<file path="src/rtl/shift_sequencer.sv">
// Multi-cycle shift/rotate unit: applies at most STEP bit positions per cycle to an accumulator,
// with valid/ready handshakes on both sides and a synchronous flush.
module shift_sequencer #(
  parameter int unsigned WIDTH = 32,
  parameter int unsigned STEP  = 8,
  parameter int unsigned BITS  = $clog2(WIDTH)
) (
  input  logic             i_clk,
  input  logic             i_rst,
  input  logic             i_valid,
  output logic             o_ready,
  input  logic [WIDTH-1:0] i_operand,
  input  logic [BITS-1:0]  i_amount,
  input  logic             i_dir,
  input  logic             i_mode,
  input  logic             i_arith,
  input  logic             i_flush,
  output logic             o_valid,
  input  logic             i_ready,
  output logic [WIDTH-1:0] o_result,
  output logic             o_busy
);

  typedef enum logic [1:0] {StIdle, StShift, StDone} state_e;

  localparam logic [BITS-1:0] StepAmt = BITS'(STEP);

  state_e           r_state;
  state_e           w_state_next;
  logic [WIDTH-1:0] r_acc;
  logic [BITS-1:0]  r_rem;
  logic             r_dir;
  logic             r_mode;
  logic             r_arith;
  logic [BITS-1:0]  w_step;
  logic [BITS-1:0]  w_rem_next;
  logic [WIDTH-1:0] w_shifted;
  logic             w_accept;

  // Single-pass shifter; rotates use a doubled operand so a zero amount needs no special case.
  function automatic logic [WIDTH-1:0] shift_f(input logic [WIDTH-1:0] a,
                                               input logic [BITS-1:0]  s,
                                               input logic             dir,
                                               input logic             mode,
                                               input logic             arith);
    logic [2*WIDTH-1:0] dbl;
    dbl = '0;
    if (!mode) begin
      if (dir) begin
        dbl = {a, a} << s;
        return dbl[2*WIDTH-1:WIDTH];
      end
      dbl = {a, a} >> s;
      return dbl[WIDTH-1:0];
    end
    if (dir) return a << s;
    if (arith) return $unsigned($signed(a) >>> s);
    return a >> s;
  endfunction

  always_comb begin
    w_step     = (r_rem > StepAmt) ? StepAmt : r_rem;
    w_rem_next = r_rem - w_step;
    w_shifted  = shift_f(r_acc, w_step, r_dir, r_mode, r_arith);
    w_accept   = (r_state == StIdle) && i_valid && !i_flush;
  end

  always_comb begin
    w_state_next = r_state;
    unique case (r_state)
      StIdle:  if (w_accept) w_state_next = (i_amount == '0) ? StDone : StShift;
      StShift: if (w_rem_next == '0) w_state_next = StDone;
      StDone:  if (i_ready) w_state_next = StIdle;
      default: w_state_next = StIdle;
    endcase
    if (i_flush) w_state_next = StIdle;
  end

  always_ff @(posedge i_clk or posedge i_rst) begin
    if (i_rst) begin
      r_state <= StIdle;
      r_acc   <= '0;
      r_rem   <= '0;
      r_dir   <= 1'b0;
      r_mode  <= 1'b0;
      r_arith <= 1'b0;
    end else begin
      r_state <= w_state_next;
      if (i_flush) begin
        r_rem <= '0;
      end else if (w_accept) begin
        r_acc   <= i_operand;
        r_rem   <= i_amount;
        r_dir   <= i_dir;
        r_mode  <= i_mode;
        // Masked so an undriven arith in rotate/left modes cannot reach the datapath.
        r_arith <= i_arith & i_mode & ~i_dir;
      end else if (r_state == StShift) begin
        r_acc <= w_shifted;
        r_rem <= w_rem_next;
      end
    end
  end

  assign o_ready  = (r_state == StIdle) && !i_flush;
  assign o_valid  = (r_state == StDone);
  assign o_busy   = (r_state != StIdle);
  assign o_result = r_acc;

endmodule

</file>
<file path="config.mk">
export PLATFORM = sky130hd
export DESIGN_NAME = shift_sequencer
export DESIGN_NICKNAME = d
export VERILOG_FILES = /design/src/rtl/shift_sequencer.sv
export SDC_FILE = /design/constraint.sdc
export NUM_CORES = 1
export LEC_CHECK = 0
export ABC_AREA = 1
export BUFFER_PORTS_ARGS = -buffer_cell sky130_fd_sc_hd__buf_2
export CAP_MARGIN = 5
export CORE_MARGIN = 2
export CORE_UTILIZATION = 30
export CTS_CLUSTER_DIAMETER = 60
export CTS_CLUSTER_SIZE = 25
export DETAILED_ROUTE_END_ITERATION = 12
export SLEW_MARGIN = 40
export SYNTH_ARGS = -nofsm -noshare
export SYNTH_HDL_FRONTEND = slang
export SYNTH_SLANG_ARGS = --single-unit
</file>
<file path="constraint.sdc">
create_clock -name i_clk -period 4 [get_ports i_clk]
set_input_delay 0.8 -clock i_clk [delete_from_list [all_inputs] [get_ports i_clk]]
set_output_delay 0.8 -clock i_clk [all_outputs]
set_load 0.005 [all_outputs]
</file>
# After elaboration in Yosys (flattened, before gate mapping)
# Index checks and enable logic that the tools add are counted.
# word_totals
output_inout_bits	35
elab_cells	61
in_bits	45
ff_bits	42
# op_classes
addsub	1
magnitude_cmp	1
n_shift	5
eq_ne	5
reduce_logical	13
muxes	26
bitwise_logic	4
# ops
operator	count
$mux W32	10
$shl A64 B5 Y64	1
$shr A64 B5 Y32	1
$shl A32 B5 Y32	1
$shr A32 B5 Y32	1
$sshr A32 B5 Y32	1
$mux W5	4
$logic_not A5 Y1	2
$mux W2	5
$mux W1	6
$ne A3 B3 Y1 const B	2
$pmux W2 S3	1
$gt A5 B4 Y1 const B	1
$sub A5 B5 Y5	1
$reduce_and A2 Y1	2
$reduce_bool A2 Y1	2
$logic_and A1 B1 Y1	3
$ne A3 B2 Y1 const B	1
$reduce_and A3 Y1	1
$reduce_bool A3 Y1	1
$and A1 B1 Y1	2
$eq A2 B1 Y1 const B	1
$eq A2 B2 Y1 const B	1
$logic_not A2 Y1	1
other kinds (2)	3

# Logic depth before layout (Yosys ltp)
# Gate-level depths: netlist (run 1).
# logic_depth
ltp_word	13
ltp_mapped	16
mapped_depth_nobuf	14

# Worst setup path after synthesis (run 1)
# OpenSTA, ideal clock, no wires.
# synth_path
kind	input to register
startpoint	input port i_flush
endpoint	register r_acc[13], in the netlist o_result[13]
n_path_buf	1
required_ps	3881
setup_slack_ps	1936
stages	8
setup_ps	119
arrival_ps	1946
path_cell_list	nor2_1 inv_1 nor2_1 nor2_2 inv_1 clkbuf_1 nand3_1 o21a_1
# synth_via
elab_chain_len	4
elab_cells_between_ends	6
cone_classes	mux (1); bitwise (1); reduce/logical (4)
# synth_lines
item	line	text
start: declaration	17	input logic i_flush,
$logic_not A1 Y1	65	w_accept = (r_state == StIdle) && i_valid && !i_flush;
$logic_and A1 B1 Y1	65	
$reduce_bool A2 Y1 (no line)	-	
$reduce_and A2 Y1 (no line)	-	
end signal: assignment	92	r_acc <= i_operand;
end signal: assignment	99	r_acc <= w_shifted;
end: declaration	30	logic [WIDTH-1:0] r_acc;
# Parallel ways exist; a longest one is shown, timed or not.
# A chain may end at the register's enable or synchronous reset.

# Worst setup path after layout (run 1)
# layout_path
startpoint	register r_rem[4]
endpoint	register r_acc[2], in the netlist o_result[2]
# layout_via
elab_chain_len	13
elab_cells_between_ends	17
cone_classes	order compare (1); shift (5); mux (11)
# layout_lines
item	line	text
start: declaration	31	logic [BITS-1:0] r_rem;
start signal: assignment	93	r_rem <= i_amount;
start signal: assignment	100	r_rem <= w_rem_next;
$gt A5 B4 Y1	62	w_step = (r_rem > StepAmt) ? StepAmt : r_rem;
$mux W5 (*)	62	
$shl A64 B5 Y64	50	dbl = {a, a} << s;
$mux W32	49	if (dir) begin
$mux W32	53	dbl = {a, a} >> s;
$mux W32	48	if (!mode) begin
$mux W32	56	if (dir) return a << s;
$mux W32	57	if (arith) return $unsigned($signed(a) >>> s);
$mux W32	58	return a >> s;
$mux W32	57	
$mux W32 (*)	56	
$mux W32 (*)	98	end else if (r_state == StShift) begin
$mux W32 (*)	91	end else if (w_accept) begin
# Mark *: on every way between the ends. The rest lies on a longest branch, timed or not. The select of a mux whose other input is x is not followed.

==> flow_summary.yaml, run 1 <==
timing:
  timing.hold.ws_ns: 0.5483
  hold_violations: 0
  worstMarginPinSlew_ns: 0.7597
  post-route-period-util: 0.7202
  fin_skew_ns: 0.005067
  tns_ns: 0
  setup_slack_ns: 1.119
  min_period_ns: 2.881
  setup_viol: 0
  finalMaxSlewViolations: 0
  maxSlewHeadroom: 0.4929
  rsz0062_at_grt: "false"
  fmax_ghz: 0.3471
cts:
  cts_root_buf: "clkbuf_16"
  clockBufferDepth: 2
  cts_resized: 0
  clock-sinks: 42
  clk_pin_slew_worst_paths_ns: 0.07
  clock_latency_ns: 0.31
  post_cts_buffers: 0
  cts_tree: "built"
  cts_buffers: 5
  htreeDepth: 2
  hold_buffers: 0
synthesis:
  postSynthRegisterBits: 42
  ys_async_sr_fraction: 1.000
  avgSynthCellArea_um2: 5.289
  yosys_warnings: 0
  syn-cell-area_mm2: 0.005766
  syn-num-nets: 1137
  netlist_instances: 1090
  synth_edf_count: 0
  yosys.cell_types.count: 39
  netlist.area_leader.share: 0.2923
  synth_top_area_cell: "nand2_1"
  synthTopCellsByArea: "nand2_1, dfrtp_1, nand3_1, inv_1, o21ai_1"
  synth-seq-area-share: 0.1823
  ys.flop_type: "dfrtp_1"
final_layout:
  final_util: 0.3425
  nets: 1174
  areaGrowthSynthToFinish_pct: 11.48
  layoutNonFillerInstCount: 1362
  antenna_cells: 0
  drive_above_1_share: 0.1197
  final_common_cell: "nand2_1"
  final_cell_mix: "nand2_1, nand3_1, inv_1"
  fillers: 2190
pwr:
  power_density_mw_per_mm2: 1069
  peakVddDrop_mv: 0.3548
  power.leakage_uw: 0.003432
routing:
  num_vias: 7654
  routed_via_density: 5.620
  wl_per_cell_um: 18.67
  wl_mm: 25.43
  ant_nets: 0
  drt-initial-drc-count: 1192
  firstDrtPassIters: 8
  remaining_drc_errors: 0
placed_design:
  io_buffers: 79
  dp_slack_ns: 1.204
  dp_cells: 1354
  place_congestion: 0.9664
  dp_hpwl_mm: 18.72
floorplanning:
  die_area_mm2: 0.02034
  coreArea_mm2: 0.01877
  die_h_um: 142.6
  start_util: 0.3072
  die_w_um: 142.6
  ios: 80
  rows: 50
hold_path:
  min_from: "o_result[8]"
  hold_depth: 2
  hp-class: "register to register"
grt:
  grt_pass1_wl_mm: 39.18
  grt_usage: 0.2491
  grt_max_degree: 64
  grt_pass1_vias: 6902
  gr-total-overflow: 0
  antenna_found_initial: 0
setup_path:
  rr_worst_depth: 13
  cp_cell_sequence: "inv_2, nand2_4, nand2_1, nand2_2, buf_12, nand2_1, nand3_1, nand2_1, nor2_1, o21ai_1, nand3_1, nand2_1, nand2_1"
  max_stage_delay_ns: 0.55
  setup.worst_path.end_class: "register"
  worstPathRequired_ns: 4.25
  cp_common_cell: "nand2_1"
  start_kind: "register"
  rrSetupSlack_ns: 1.12
  path_class: "register to register"
  reg2reg_from: "r_rem[4]"
  cp_slowest_cell: "dfrtp_1"
  startpoint: "r_rem[4]"
  path_max_fanout: 46
  worst_ep_arrival_time_ns: 3.13
outcome:
  status: "finished clean"
run:
  drv_cap: 0
-- per-stage QoR --
step / instance area (um2) / power (uW)
6_report: 6427 / 6869
5_1_grt: 6427 / 7511
4_1_cts: 6427 / 6719
3_5_place_dp: 6257 / 6191
3_3_place_gp: 6255 / 6217
2_1_floorplan: 5766 / 4640
-- Yosys cell counts (4+ instances only) --
library cell	number
nand2_2	9
nand3_1	177
a21oi_1	49
o211ai_1	15
inv_2	7
dfrtp_1	42
nand3b_1	4
buf_6	9
buf_1	9
o21ai_1	53
inv_1	82
o21ai_0	42
nor2_1	51
clkbuf_1	31
o21ai_2	7
nand2_1	449
buf_2	14
nand4_1	8
-- report_power, final --
part / internal [uW] / leakage (uW) / switching, uW / total, uW
clock: 295 / 0.0000760 / 212 / 507
combinational: 1650 / 0.00284 / 3780 / 5440
sequential: 628 / 0.000515 / 299 / 926
-- worst max-delay path: cells and delay by family (launching register included) --
| kind | cells | cell delay, ns |
|---|---|---|
| buffers and inverters | 2 | 0.37 |
| and+or+nand+nor | 10 | 1.78 |
| DFF | 1 | 0.55 |
| AOI/OAI and AO/OA | 1 | 0.08 |
-- layer usage --
layer | GRT usage | vias up | part of all wire
met5 | 0 | - | 0
met4 | 0.07556 | 0 | 0.030
met3 | 0.05097 | 54 | 0.10
met2 | 0.3669 | 460 | 0.42
met1 | 0.3638 | 3510 | 0.45
li1 | - | 3630 | -
-- registers in the layout, summed over array words and instances, names as in the netlist --
| register | cells |
|---|---|
| r_dir | 1 |
| o_result | 32 |
| r_state | 2 |
| r_arith | 1 |
| r_rem | 5 |
| r_mode | 1 |
-- worst paths after layout --
kind	to
setup / recovery	o_result[2]
hold / removal	o_result[8]
setup reg to reg	o_result[2]
hold reg to reg	o_result[8]
max in group asynchronous	o_result[17]
min in group asynchronous	o_result[28]
-- cell type report --
cell class                      instances  area (um2)  area share
Multi-Input combinational cell        893        4041      0.6288
Timing Repair Buffer                   96       535.5     0.08332
Clock buffer                            5       125.1     0.01947
Clock inverter                          3       45.04    0.007008
Sequential cell                        42        1051      0.1635
Inverter                               89       336.6     0.05237
Tap cell                              234       292.8     0.04555
-- kinds of logic (layout without fill, tap and decap cells) --
group | Yosys count | count (layout) | synth area share
other | 2 | 2 | 0.001303
buffers and inverters | 155 | 193 | 0.1176
AND/OR/NAND/NOR | 707 | 707 | 0.5156
flip-flops | 42 | 42 | 0.1823
adder cells (fa/ha/maj) | 2 | 2 | 0.004340
AO/OA/AOI/OAI | 182 | 182 | 0.1788
Note: power is estimated with default switching activity, not from simulation.
==> run 2: changes to the inputs <==
--- a/config.mk
+++ b/config.mk
@@ -5,7 +5,7 @@
 export SDC_FILE = /design/constraint.sdc
 export NUM_CORES = 1
 export LEC_CHECK = 0
-export ABC_AREA = 1
+export ABC_AREA = 0
 export BUFFER_PORTS_ARGS = -buffer_cell sky130_fd_sc_hd__buf_2
 export CAP_MARGIN = 5
 export CORE_MARGIN = 2
==> constraint.sdc (replaced) <==
create_clock -name i_clk -period 3 [get_ports i_clk]
set_input_delay 0.6 -clock i_clk [delete_from_list [all_inputs] [get_ports i_clk]]
set_output_delay 0.6 -clock i_clk [all_outputs]
set_load 0.005 [all_outputs]
==> flow_summary.yaml, run 2 <==
synthesis:
  avgSynthCellArea_um2: 7.211
  synth_compound_area_frac: 0.3467
  synth_common_cells: "nand2_1, mux2i_1, a21oi_1, clkbuf_1, nor2_1"
  ys_async_sr_fraction: 1.000
  synth_top_area_cell: "dfrtp_1"
  synth-simple-area-share: 0.2163
  ys.flop_type: "dfrtp_1"
  syn-num-nets: 959
  syn-cell-area_mm2: 0.006576
  netlist.area_leader.share: 0.1598
  synth_top_family_by_area: "compound AO/OA/AOI/OAI gates"
  postSynthRegisterBits: 42
  synth_xor_area_frac: 0
  yosys_warnings: 0
  yosys-mux-area-fraction: 0.1798
  netlist_instances: 912
  synthAdderAreaFrac: 0.003805
  post-synth-top-count-cell: "nand2_1"
  synth-seq-area-share: 0.1598
  synth_edf_count: 0
  yosys.cell_types.count: 84
  synthTopCellsByArea: "dfrtp_1, mux2i_1, nand2_1, a21oi_1, clkbuf_1"
timing:
  finalMaxSlewViolations: 0
  tns_ns: 0
  fin_skew_ns: 0.007055
  worstMarginPinSlew_ns: 0.9020
  setup_slack_ns: 0.2477
  maxSlewHeadroom: 0.3987
  rsz0062_at_grt: "false"
  setup_viol: 0
  fmax_ghz: 0.3633
  hold_violations: 0
  timing.hold.ws_ns: 0.2540
  post-route-period-util: 0.9174
  min_period_ns: 2.752
placed_design:
  io_buffers: 79
  dp_hpwl_mm: 22.73
  post_dp_cell_area_mm2: 0.007380
  dp_cells: 1216
  dp_slack_ns: 0.3339
  place_congestion: 0.9691
final_layout:
  drive_above_1_share: 0.2076
  antenna_cells: 0
  largest_reg_flops: 32
  layoutNonFillerInstCount: 1224
  fin_area_mm2: 0.007527
  final_cell_mix: "nand2_1, mux2i_1, buf_2"
  nets: 990
  final_common_cell: "nand2_1"
  areaGrowthSynthToFinish_pct: 14.46
cts:
  cts_resized: 0
  htreeDepth: 2
  clock-sinks: 42
  clk_pin_slew_worst_paths_ns: 0.08
  clock_latency_ns: 0.31
  cts_root_buf: "clkbuf_16"
  hold_buffers: 0
  cts_buffers: 5
  clockBufferDepth: 2
  cts_tree: "built"
  post_cts_buffers: 0
grt:
  antenna_found_initial: 0
  grt_pass1_wl_mm: 49.54
  grt_max_degree: 57
  gr-total-overflow: 0
  grt_usage: 0.2743
  grt_pass1_vias: 7832
setup_path:
  cp_common_cell: "o21ai_0"
  cp_cell_sequence: "or3b_2, buf_4, mux2_2, o21ai_0, a2111oi_0, o21ai_0, o22ai_1"
  max_stage_delay_ns: 0.73
  setup.worst_path.end_class: "register"
  cp_slowest_cell: "or3b_2"
  start_kind: "register"
  path_class: "register to register"
  worstPathRequired_ns: 3.23
  path_max_fanout: 23
  worst_ep_arrival_time_ns: 2.98
floorplanning:
  die_area_mm2: 0.02312
  rows: 54
  die_h_um: 152.1
  start_util: 0.3032
  coreArea_mm2: 0.02169
  ios: 80
  die_w_um: 152.1
routing:
  firstDrtPassIters: 6
  num_vias: 8350
  wl_per_cell_um: 27.10
  remaining_drc_errors: 0
  routed_via_density: 6.822
  drt-initial-drc-count: 1303
  ant_nets: 0
  wl_mm: 33.17
pwr:
  power_density_mw_per_mm2: 819.2
  power.leakage_uw: 0.003030
  peakVddDrop_mv: 0.2747
run:
  drv_cap: 0
hold_path:
  hp-class: "primary input to async pin"
outcome:
  status: "finished clean"
run 2: final cells by class:
type	count	area [um2]
clock inverter	1	5.005
clock buffer	7	142.6
inverter	12	45.04
sequential	42	1054
fill	2355	14160
tap	280	350.3
multi-input combinational	734	4942
timing repair buffer	148	988.4
run 2: worst max-delay path, delay by kind of cell, from the launching register on:
family,cells,cell delay [ns]
compound gates,4,0.84
buf+inv,1,0.34
mux,1,0.28
simple gates,1,0.73
flops,1,0.48
run 2: worst paths after layout:
path,from,endpoint,slack [ns],depth (start not counted)
worst max-delay path,r_rem[4],o_result[22],0.25,7
worst min-delay path,i_rst,r_arith,0.25,2
worst max register to register,r_rem[4],o_result[22],0.25,7
worst min register to register,r_rem[0],r_rem[0],0.62,1
max in group asynchronous,i_rst,o_result[24],2.15,3
min in group i_clk,i_mode,r_mode,0.51,3
run 2: power breakdown:
part | internal [uW] | switching [uW] | total, uW
Sequential | 746 | 819 | 1570
Combinational | 1630 | 2340 | 3980
Clock | 333 | 291 | 624
run 2: kinds of logic (layout without fill, tap and decap cells):
kind of cell | after synthesis | after routing
simple gates | 295 | 295
compound gates | 327 | 327
mux | 108 | 108
flops | 42 | 42
fa+ha+maj | 2 | 2
buf+inv | 136 | 168
other cells | 2 | 2
run 2: metrics by stage:
step | utilization | total power, uW
2_1_floorplan | - | 3771
3_3_place_gp | 0.3401 | 5346
3_5_place_dp | 0.3403 | 5332
4_1_cts | 0.3471 | 5962
5_1_grt | 0.3471 | 6431
6_report | 0.3471 | 6166
run 2: routing by layer:
| layer | wire length, um | up-vias | share of wire | global-route usage |
|---|---|---|---|---|
| met2 | 13980 | 721 | 0.42 | 0.3985 |
| met1 | 12660 | 3912 | 0.38 | 0.3618 |
| li1 | - | 3528 | - | - |
| met4 | 2299 | 0 | 0.069 | 0.1704 |
| met5 | 0 | - | 0 | 0 |
| met3 | 4235 | 189 | 0.13 | 0.07159 |
